## src/rtl/cmp_sequencer.sv

```systemverilog
// cmp_sequencer: byte-serial equality sequencer.
// Two requesters share one 8-bit checkequal unit; bytes are walked LSB-first.

module checkequal (
    input  logic [7:0] a,
    input  logic [7:0] b,
    output logic       eq
);
    assign eq = (a == b);
endmodule

module cmp_sequencer #(
    parameter int NBYTES = 4
) (
    input  logic                  clk,
    input  logic                  rst_n,
    input  logic                  req0_valid,
    input  logic [8*NBYTES-1:0]   req0_a,
    input  logic [8*NBYTES-1:0]   req0_b,
    output logic                  req0_ready,
    input  logic                  req1_valid,
    input  logic [8*NBYTES-1:0]   req1_a,
    input  logic [8*NBYTES-1:0]   req1_b,
    output logic                  req1_ready,
    output logic                  rsp_valid,
    input  logic                  rsp_ready,
    output logic                  rsp_equal,
    output logic [3:0]            rsp_idx,
    output logic                  rsp_id
);
    localparam int W = 8 * NBYTES;
    localparam logic [3:0] LAST_IDX = 4'(NBYTES - 1);

    typedef enum logic [1:0] {
        IDLE,
        COMPARE,
        RESP
    } state_t;

    state_t       state_q, state_d;
    logic [W-1:0] a_q, a_d;
    logic [W-1:0] b_q, b_d;
    logic [3:0]   byte_idx_q, byte_idx_d;
    logic         last_q, last_d;
    logic         rsp_valid_q, rsp_valid_d;
    logic         rsp_equal_q, rsp_equal_d;
    logic [3:0]   rsp_idx_q, rsp_idx_d;
    logic         rsp_id_q, rsp_id_d;

    logic         any_valid;
    logic         grant;
    logic         idle;
    logic         accept;
    logic [W-1:0] a_sh;
    logic [W-1:0] b_sh;
    logic         byte_eq;

    // Round-robin grant: a tie goes to the requester not served last.
    always_comb begin
        any_valid = req0_valid | req1_valid;
        if (req0_valid && req1_valid) begin
            grant = ~last_q;
        end else begin
            grant = req1_valid;
        end
    end

    // Readies are gated by rst_n so they read 0 throughout reset.
    assign idle       = (state_q == IDLE);
    assign req0_ready = rst_n && idle && any_valid && !grant;
    assign req1_ready = rst_n && idle && any_valid && grant;
    assign accept     = req0_ready | req1_ready;

    assign a_sh = a_q >> {byte_idx_q, 3'b000};
    assign b_sh = b_q >> {byte_idx_q, 3'b000};

    checkequal u_checkequal (
        .a  (a_sh[7:0]),
        .b  (b_sh[7:0]),
        .eq (byte_eq)
    );

    // Next-state and registered-output computation for the sequencer FSM.
    always_comb begin
        state_d     = state_q;
        a_d         = a_q;
        b_d         = b_q;
        byte_idx_d  = byte_idx_q;
        last_d      = last_q;
        rsp_valid_d = rsp_valid_q;
        rsp_equal_d = rsp_equal_q;
        rsp_idx_d   = rsp_idx_q;
        rsp_id_d    = rsp_id_q;
        unique case (state_q)
            IDLE: begin
                if (accept) begin
                    a_d        = grant ? req1_a : req0_a;
                    b_d        = grant ? req1_b : req0_b;
                    rsp_id_d   = grant;
                    last_d     = grant;
                    byte_idx_d = 4'd0;
                    state_d    = COMPARE;
                end
            end
            COMPARE: begin
                if (!byte_eq) begin
                    rsp_valid_d = 1'b1;
                    rsp_equal_d = 1'b0;
                    rsp_idx_d   = byte_idx_q;
                    state_d     = RESP;
                end else if (byte_idx_q == LAST_IDX) begin
                    rsp_valid_d = 1'b1;
                    rsp_equal_d = 1'b1;
                    rsp_idx_d   = 4'd0;
                    state_d     = RESP;
                end else begin
                    byte_idx_d = byte_idx_q + 4'd1;
                end
            end
            RESP: begin
                if (rsp_ready) begin
                    rsp_valid_d = 1'b0;
                    state_d     = IDLE;
                end
            end
            default: begin
                state_d = IDLE;
            end
        endcase
    end

    // State and response registers; reset aborts any transaction in flight.
    always_ff @(posedge clk or negedge rst_n) begin
        if (!rst_n) begin
            state_q     <= IDLE;
            a_q         <= '0;
            b_q         <= '0;
            byte_idx_q  <= 4'd0;
            last_q      <= 1'b1;
            rsp_valid_q <= 1'b0;
            rsp_equal_q <= 1'b0;
            rsp_idx_q   <= 4'd0;
            rsp_id_q    <= 1'b0;
        end else begin
            state_q     <= state_d;
            a_q         <= a_d;
            b_q         <= b_d;
            byte_idx_q  <= byte_idx_d;
            last_q      <= last_d;
            rsp_valid_q <= rsp_valid_d;
            rsp_equal_q <= rsp_equal_d;
            rsp_idx_q   <= rsp_idx_d;
            rsp_id_q    <= rsp_id_d;
        end
    end

    assign rsp_valid = rsp_valid_q;
    assign rsp_equal = rsp_equal_q;
    assign rsp_idx   = rsp_idx_q;
    assign rsp_id    = rsp_id_q;

endmodule

```

## config.mk

```make
export PLATFORM = sky130hd
export DESIGN_NAME = cmp_sequencer
export DESIGN_NICKNAME = d
export VERILOG_FILES = /design/src/rtl/cmp_sequencer.sv
export SDC_FILE = /design/constraint.sdc
export NUM_CORES = 1
export LEC_CHECK = 0
export ABC_CLOCK_PERIOD_IN_PS = 2600
export BUFFER_PORTS_ARGS = -buffer_cell sky130_fd_sc_hd__buf_2
export CORE_MARGIN = 5
export CORE_UTILIZATION = 49
export DETAILED_ROUTE_END_ITERATION = 10
export PLACE_DENSITY = 0.8
export SETUP_SLACK_MARGIN = 0.3
export SLEW_MARGIN = 20
export SYNTH_ARGS = -nofsm -noshare
export SYNTH_HDL_FRONTEND = slang
export SYNTH_SLANG_ARGS = --single-unit
export TNS_END_PERCENT = 50
```

## constraint.sdc

```tcl
create_clock -name clk -period 2.6 [get_ports clk]
set_input_delay 0.52 -clock clk [delete_from_list [all_inputs] [get_ports clk]]
set_output_delay 0.52 -clock clk [all_outputs]
set_load 0.05 [all_outputs]
```

# Yosys cells after proc, flatten, opt, wreduce, memory -nomap -nowiden
# Index checks and enable logic that the tools add are counted.
# Widths: inputs -> output; s select.
# classes
eq_ne	10
shift	2
mux	19
mul	0
div_mod_pow	0
n_reduce_logical	14
n_lt_le_gt_ge	0
bitwise	3
addsub	1
# op_table
cell	n
$mux 32	2
$shr 32x7->8	2
$mux 4	5
$eq 8x8->1	1
$mux 2	4
$pmux 4 s2	1
$ne 2x2->1 const B	3
$pmux 2 s3	1
$reduce_and 3->1	2
$logic_and 1x1->1	5
$mux 1	5
$add 4x1->4 const B	1
$eq 4x2->1 const B	1
$ne 2x1->1 const B	2
$reduce_and 2->1	2
$reduce_and 4->1	1
$reduce_bool 2->1	2
$ne 3x3->1 const B	1
$eq 2x1->1 const B	1
$eq 2x2->1 const B	1
$logic_not 2->1	1
$or 1x1->1	2
$pmux 1 s2	1
$logic_not 1->1	1
$not 1->1	1
# totals
ram_bits	0
register_bits	78
latch_bits	0
rom_bits	0
in_bits	133
n_memories	0
output_inout_bits	9

# Longest topological paths before layout
# Gate-level depths: netlist of run 1.
# logic_depth
word_depth	7
ltp_mapped	8

# Cells and area by module
# A second synthesis of run 1 with hierarchy kept.
# hier_totals
hier_cells	329
hier_area_um2	4121.5
# modules_own_cells
mod	cells_each	instances	area_each_um2
cmp_sequencer	318	1	4035.1
checkequal	11	1	86.3

# Least setup slack after synthesis of run 1
# OpenSTA, ideal clock, no wires.
# synth_timing
kind	input to output
from	in rst_n
to	out req0_ready
required_ps	2080
stages	4
arrival_ps	1589
slack_ps	491
n_path_buf	1
path_cell_list	and3_1 o21ai_1 a21oi_1 clkbuf_1
# synth_between
elab_chain_len	3
# synth_lines
item	line	text
start, declared	16	input logic rst_n,
$logic_and 1x1->1 (3 in a row)	70	assign req0_ready = rst_n && idle && any_valid && !grant;
end, declared	20	output logic req0_ready,
# Every way passes these cells.

# Worst setup path in the final report of run 1
# layout_timing
from	reg state_q[0]
to	out req0_ready
# layout_between
elab_chain_len	4
# layout_lines
item	line	text
start, declared	40	state_t state_q, state_d;
start signal, assigned	145	state_q <= state_d;
$logic_not 2->1	69	assign idle = (state_q == IDLE);
$logic_and 1x1->1 (3 in a row)	70	
# Every way passes these cells.

==> metrics.md, run 1 <==
| Metric | Value |
|---|---|
| Status | `finished, violations left` |
| Failing checks | `design-rule violations` |
| Tot GR Track Use | `20.5%` |
| Reg2reg setup slack | `about 480 ps` |
| Clock sink count | `78` |
| Combinational share of power | `between 30 and 40%` |
| Vias in the first global route | `roughly 3,100` |
| WP data required | `2080 ps` |
| Asr flop ratio synth | `100%` |
| Root Driver | `clkbuf_8` |
| Critical path's slowest cell | `dfrtp_1` |
| Most Used Layer, Global Route | `met2` |
| Startpoint Class | `flip-flop` |
| Final period util | `slightly above 80%` |
| R2R Path End | `state_q[1]` |
| Reg2Reg Depth | `6` |
| Synthesis-to-layout area growth | `29.5%` |
| CP max stage delay | `around 430 ps` |
| # DRC | `1` |
| Sequential share of power | `42.6%` |
| P_int | `between 3 and 4 mW` |
| Min Clock Period, post-route | `between 2000 and 2500 ps` |
| Most frequent cells in the layout | `buf_2 (140), dfrtp_1 (77), inv_1 (71), a222oi_1 (65), xnor2_1 (17)` |
| CP Class | `flip-flop to output pin` |
| Top delay family on crit path | `flip-flops` |
| Total power | `5.02 mW` |
| Core area | `0.00725 mm^2` |
| Post-cts resize count | `0` |
| Maximum clock frequency | `468 MHz` |
| Skew final | `between 8 and 9 ps` |
| Share of cells above drive strength 1 | `36.1%` |
| EDFF count, synth | `0` |
| Worst path buffer plus inverter count | `2` |
| Power per cell area | `around 1100 mW/mm^2` |
| Antenna violations before repair | `0` |
| Reg clk slew, reported paths | `about 80 ps` |
| GP Congestion | `between 0.8 and 0.9` |
| Avg WL per Cell | `16.2 um` |
| Leakage | `around 2.5 nW` |
| Most common cell after layout, fill and taps aside | `buf_2` |
| Pin count of the biggest net entering global routing | `between 70 and 80` |
| Setup ws final | `~460 ps` |
| Cell area after synthesis | `approximately 0.0036 mm^2` |
| RSZ-0062 raised after global routing | `no` |
| Worst slack, placed | `~500 ps` |
| Cell Count, Final, Fillers Out | `between 500 and 600` |
| Synth Warn # | `0` |
| Placed cell areas | `roughly 0.0044 mm^2` |
| Initial core utilization | `roughly half` |
| Slew Viols, Final | `0` |
| Clock tree buffer depth | `2` |
| Avg Vias per Cell | `between 5 and 6` |
| Total nets after synthesis | `about 470` |
| Mapped Cells | `334` |
| Die H | `96.2 um` |
| Crit path from | `state_q[0]` |
| Post-route cell area | `0.00471 mm^2` |
| Final setup viols | `0` |
| Rel. slew slack | `between 50 and 60%` |
| Nets | `~600` |
| Antenna diode count | `0` |
| CTS tree | `yes` |
| Htree depth | `3` |
| Peak supply drop | `0.000559 V` |
| Yosys top cell area share | `53.0%` |
| Seq/Total Area, Yosys | `a little over half` |
| Critical path, cell by cell | `inv_1 > and3_1 > o21ai_4 > a21oi_4 > buf_2` |
| Rows | `31` |
| DR vias | `approximately 3,200` |
| Total stage count of the critical path | `5` |
| Met3 global-route usage | `under 10%` |
| # port buffers | `around 140` |
| Cts hold-fix bufs | `0` |
| Leading area contributor after synthesis | `dfrtp_1` |
| Crit path to | `req0_ready` |
| I/O pin count | `between 100 and 150` |
| Worst Path Arrival | `around 1600 ps` |
| Total detailed-routing wirelength | `about 9000 um` |
| Prevailing post-synth register cell | `dfrtp_1` |
| Final core occ | `about two thirds` |
| Net Sw Frac | `between 30% and 40%` |
| Clock power share | `a little over a fifth` |
| Area contributors post-synth | `dfrtp_1 (53%), a222oi_1 (18%), inv_1 (7.3%)` |
| Die Span X | `96.2 um` |
| GR Layer Usage met1 | `27.5%` |
| Final HPWL DP | `slightly below 7000 um` |
| Synth cell types | `40` |
| Final Hold Viols | `0` |
| DRT Pass-1 Iters | `11` |
| Worst-margin pin slew | `approximately 640 ps` |
| Max Cap Violations | `0` |
| Worst-path fanout max | `6` |
| Worst-Skew Late Latency | `340 ps` |
| Avg Inst Size Synth | `between 10 and 15 um^2` |
| Seq cells post-synth | `78` |
| Met2 global-route usage | `between 30% and 40%` |
| Setup Total Neg Slack | `0 ps` |
| First-pass GRT wire length | `14,500 um` |
| Die Area | `about 0.0092 mm^2` |
| Placed cell count | `556` |
| Remaining Overflow, GRT | `0` |
| DRT antenna net count | `0` |
| Hold crit path type | `input port to async pin` |
| Post-CTS setup buffer count | `0` |
| CTS Buf Count | `9` |
| R2R Path Start | `byte_idx_q[0]` |
| DRT iter0 DRCs | `346` |
| CP Capture Type | `output pin` |
| Hold_ws | `between 100 and 150 ps` |
| Net Sw Power | `approximately 1.7 mW` |
==> how the worst min path moves through the flow <==
| stage | startpoint | end | slack [ps] | cells past startpoint |
|---|---|---|---|---|
| after floorplan | rst_n | a_q[0] | 220 | 0 |
| after global placement | rsp_id | rsp_id | 460 | 1 |
| after detailed placement | rsp_id | rsp_id | 460 | 1 |
| after CTS | req1_b[6] | b_q[6] | 370 | 3 |
| after global routing | rst_n | b_q[3] | 140 | 2 |
| final | rst_n | b_q[2] | 150 | 2 |
==> cells in the mapped netlist (3+ instances only) <==
cell type and count:
nand2_1 11, nand4_1 5, buf_2 3, dfrtp_1 77
a21oi_1 3, clkbuf_1 17, buf_1 5, a222oi_1 65
xnor2_1 17, xor2_1 12, inv_1 71, o22ai_1 3
and3_1 4, nor3_1 3, nand3_1 7
==> layout make-up <==
class	instances	area [um^2]
fill	606	2540
sequential	78	1950
multi-input combinational	160	1350
timing repair buffer	149	788
inverter	71	267
clock buffer	13	169
tap	99	124
clock inverter	3	65.1
==> power by group through the flow <==
stage / Combinational (mW) / Clock [mW] / Sequential (mW)
CTS: 1.86 / 1.07 / 2.14
finish: 1.84 / 1.04 / 2.14
detailed placement: 1.85 / 0 / 2.17
global placement: 1.79 / 0 / 2.14
global route: 2.06 / 1.13 / 2.21
floorplan: 1.36 / 0 / 2.12
==> cell families (layout without fill, tap and decap cells) <==
kind of cell / Yosys count / in the layout / synth area share [%]
AND/OR/NAND/NOR: 41 / 41 / 5.88
buffers and inverters: 96 / 236 / 10.0
flip-flops: 78 / 78 / 53.7
adder cells (fa/ha/maj): 1 / 1 / 0.344
XOR/XNOR: 29 / 29 / 6.98
multiplexers: 1 / 1 / 0.275
AO/OA/AOI/OAI: 88 / 88 / 22.8
==> flip-flops by register name (all words and copies together) (netlist names) <==
register,count
b_q,32
rsp_idx,4
last_q,1
byte_idx_q,4
state_q,2
a_q,32
rsp_valid,1
rsp_equal,1
rsp_id,1
==> routing by layer <==
metal  share of wire [%]  up-vias
li1                    -     1526
met5                   0        -
met1                  43     1554
met3                 7.5        9
met2                  48      137
met4                0.94        0
No activity file was read; power rests on OpenSTA's default activity.
==> run 2, diff against run 1 <==
- ABC_AREA: unset -> 1
- ABC_CLOCK_PERIOD_IN_PS: 2600 -> 2000
- CORE_UTILIZATION: 49 -> 50
- clock period: 2.6 -> 2 ns (I/O delays scaled with it)
==> metrics.md, run 2 <==
| Metric | Value |
|---|---|
| Largest regs | `a_q x32, b_q x32` |
| Status | `finished clean` |
| Root Driver | `clkbuf_8` |
| Reg2Reg Depth | `6` |
| Count leader, synth | `nand2_1` |
| Sequential share of power | `between 30% and 40%` |
| Die Area | `0.00991 mm^2` |
| Top delay family on crit path | `flip-flops` |
| Leading area contributor after synthesis | `dfrtp_1` |
| Rows | `32` |
| Power per cell area | `approximately 1400 mW/mm^2` |
| Final HPWL DP | `just over 8000 um` |
| Commonest cells in the netlist | `nand2_1 (243), dfrtp_1 (77), inv_1 (50)` |
| EDFF count, synth | `0` |
| Reg2reg setup slack | `390 ps` |
| Skew final | `~15 ps` |
| Avg WL per Cell | `around 15 um` |
| Critical path's slowest cell | `dfrtp_1` |
| Largest family of logic cells by synthesized area | `simple AND/OR/NAND/NOR gates` |
| Hold crit path type | `input port to async pin` |
| Synth Area in XOR/XNOR | `1.31%` |
| Net Sw Power | `between 2 and 3 mW` |
| R2R Path Start | `state_q[1]` |
| Remaining Overflow, GRT | `0` |
| Asr flop ratio synth | `100%` |
| Area contributors post-synth | `dfrtp_1 (48%), nand2_1 (23%), o211ai_1 (6.7%)` |
| WP data required | `about 1600 ps` |
| Seq/Total Area, Yosys | `around half` |
| Max Cap Violations | `0` |
| Mux contribution to synthesized area | `0%` |
| CP Capture Type | `output pin` |
| Synth Area in Adders | `less than 1%` |
| Maximum clock frequency | `approximately 550 MHz` |
| Die H | `around 100 um` |
| Synth cell types | `25` |
| Most common cell after layout, fill and taps aside | `nand2_1` |
| Leakage | `roughly 2.8 nW` |
| Clock sink count | `78` |
| CP Class | `flip-flop to output pin` |
| Htree depth | `3` |
| Post-Synth Simple-Gate Area | `33.8%` |
| Crit path to | `req0_ready` |
| Slew Viols, Final | `0` |
| First-pass GRT wire length | `roughly 18,000 um` |
| Multi-input gate area | `around 0.0018 mm^2` |
| Crit path from | `state_q[1]` |
| DRT Pass-1 Iters | `5` |
| Mapped Cells | `540` |
| Avg Vias per Cell | `around 5` |
| Synthesis-to-layout area growth | `31.3%` |
| CTS Buf Count | `9` |
| Share of cells above drive strength 1 | `between 20% and 30%` |
| Worst-Skew Late Latency | `~360 ps` |
| Pin count of the biggest net entering global routing | `between 40 and 50` |
| Cts hold-fix bufs | `0` |
| R2R Path End | `rsp_idx[0]` |
| CTS tree | `yes` |
| Final setup viols | `0` |
| Post-route cell area | `~0.0053 mm^2` |
| Setup ws final | `~170 ps` |
| I/O pin count | `142` |
| Total stage count of the critical path | `6` |
| # port buffers | `about 140` |
| Die Span X | `between 90 and 100 um` |
| DR vias | `between 4,000 and 5,000` |
| Peak supply drop | `between 0.0006 and 0.0007 V` |
| Most frequent cells in the layout | `nand2_1 (238), buf_2 (138), dfrtp_1 (77), inv_1 (49), nand3_1 (43)` |
| Initial core utilization | `about half` |
| Worst slack, placed | `299 ps` |
| Total detailed-routing wirelength | `between 10,000 and 15,000 um` |
| Storage cell area | `between 0.0015 and 0.002 mm^2` |
| Final period util | `91.4%` |
| Core area | `between 0.007 and 0.008 mm^2` |
| Fillers | `between 600 and 700` |
| Antenna violations before repair | `0` |
| DRT iter0 DRCs | `roughly 190` |
| Startpoint Class | `flip-flop` |
| Min Clock Period, post-route | `approximately 1800 ps` |
| Reg clk slew, reported paths | `90 ps` |
| # DRC | `0` |
| Clock tree buffer depth | `2` |
| RSZ-0062 raised after global routing | `yes` |
| Worst-margin pin slew | `611 ps` |
| Vias in the first global route | `between 3,000 and 4,000` |
| DRT antenna net count | `0` |
| Tot GR Track Use | `23.0%` |
| Worst Path Arrival | `between 1000 and 1500 ps` |
| Net Sw Frac | `between 40% and 50%` |
| Setup Total Neg Slack | `0 ps` |
| Prevailing post-synth register cell | `dfrtp_1` |
| Rel. slew slack | `59.3%` |
| Clock power share | `18.2%` |
| Post-synthesis compound-gate area fraction | `under 10%` |
| Synth Warn # | `0` |
| P_int | `4.25 mW` |
| CP max stage delay | `400 ps` |
| Combinational share of power | `around 43%` |
| Nets | `roughly 830` |
| Cell area after synthesis | `roughly 0.0040 mm^2` |
| Final Hold Viols | `0` |
| Worst path buffer plus inverter count | `2` |
| Total nets after synthesis | `approximately 670` |
| GP Congestion | `between 0.8 and 0.9` |
| Critical path, cell by cell | `nor2_2 > nand2_2 > nor2_4 > inv_2 > a21oi_4 > buf_8` |
| Worst-path fanout max | `2` |
| Placed cell areas | `0.00481 mm^2` |
| Avg Inst Size Synth | `between 7 and 8 um^2` |
| Seq cells post-synth | `just under 80` |
| Yosys top cell area share | `between 40 and 50%` |
| Antenna diode count | `0` |
==> run 2: worst min path at each step <==
stage / to / slack [ps] / cells past startpoint / startpoint
after floorplan: a_q[0] / 100 / 0 / rst_n
after global placement: last_q / 450 / 2 / last_q
after detailed placement: last_q / 450 / 2 / last_q
after CTS: a_q[10] / 210 / 2 / rst_n
after global routing: b_q[10] / 240 / 2 / rst_n
final: b_q[13] / 180 / 2 / rst_n
==> run 2: final cells by class <==
class / instances / area share, %
tap: 102 / 2.42
clock inverter: 6 / 1.64
timing repair buffer: 161 / 18.6
sequential: 78 / 37.1
inverter: 51 / 3.64
clock buffer: 10 / 2.42
multi-input combinational: 391 / 34.2
==> run 2: metrics by stage <==
stage	hold slack [ps]	total power [mW]	instances	util, %
after CTS	206	6.92	794	65.6
after global routing	235	7.70	799	67.8
after detailed placement	454	5.54	772	62.0
after global placement	454	5.44	772	62.0
after floorplan	104	4.75	540	-
final	178	7.13	799	67.8
==> run 2: timing repair <==
item                                   4_1_cts  5_1_grt
endpoints found under the hold margin        0        0
gates cloned                                 0        4
pin swaps                                    4        1
setup endpoints to repair                    8       60
gates resized for setup                      8       22
setup buffers                                6        1
==> run 2: worst reg2reg max path, stage by stage (launching register included) <==
cell,delay (ps)
dfrtp_1,400
buf_4,160
nor2_1,270
inv_1,130
nor2_2,240
nand2_2,140
o21ai_0,200
==> run 2: power groups by stage <==
stage          combinational, mW  clock [mW]  sequential (mW)
4_1_cts                     2.87        1.31             2.75
6_report                    3.07        1.30             2.76
2_1_floorplan               1.97           0             2.78
3_5_place_dp                2.76           0             2.78
5_1_grt                     3.48        1.38             2.84
3_3_place_gp                2.69           0             2.75
==> run 2: logic make-up after synthesis <==
family | count (synthesis)
buffers and inverters | 72
XOR/XNOR | 6
AND/OR/NAND/NOR | 338
flip-flops | 78
AO/OA/AOI/OAI | 45
adder cells (fa/ha/maj) | 1
==> run 2: per-layer routing <==
layer | vias to the layer above | share of wire (%) | track usage [%]
met5 | - | 0 | 0
met2 | 157 | 47 | 36.5
met3 | 19 | 7.7 | 6.03
li1 | 2007 | - | -
met4 | 0 | 2.2 | 6.51
met1 | 1826 | 43 | 31.4
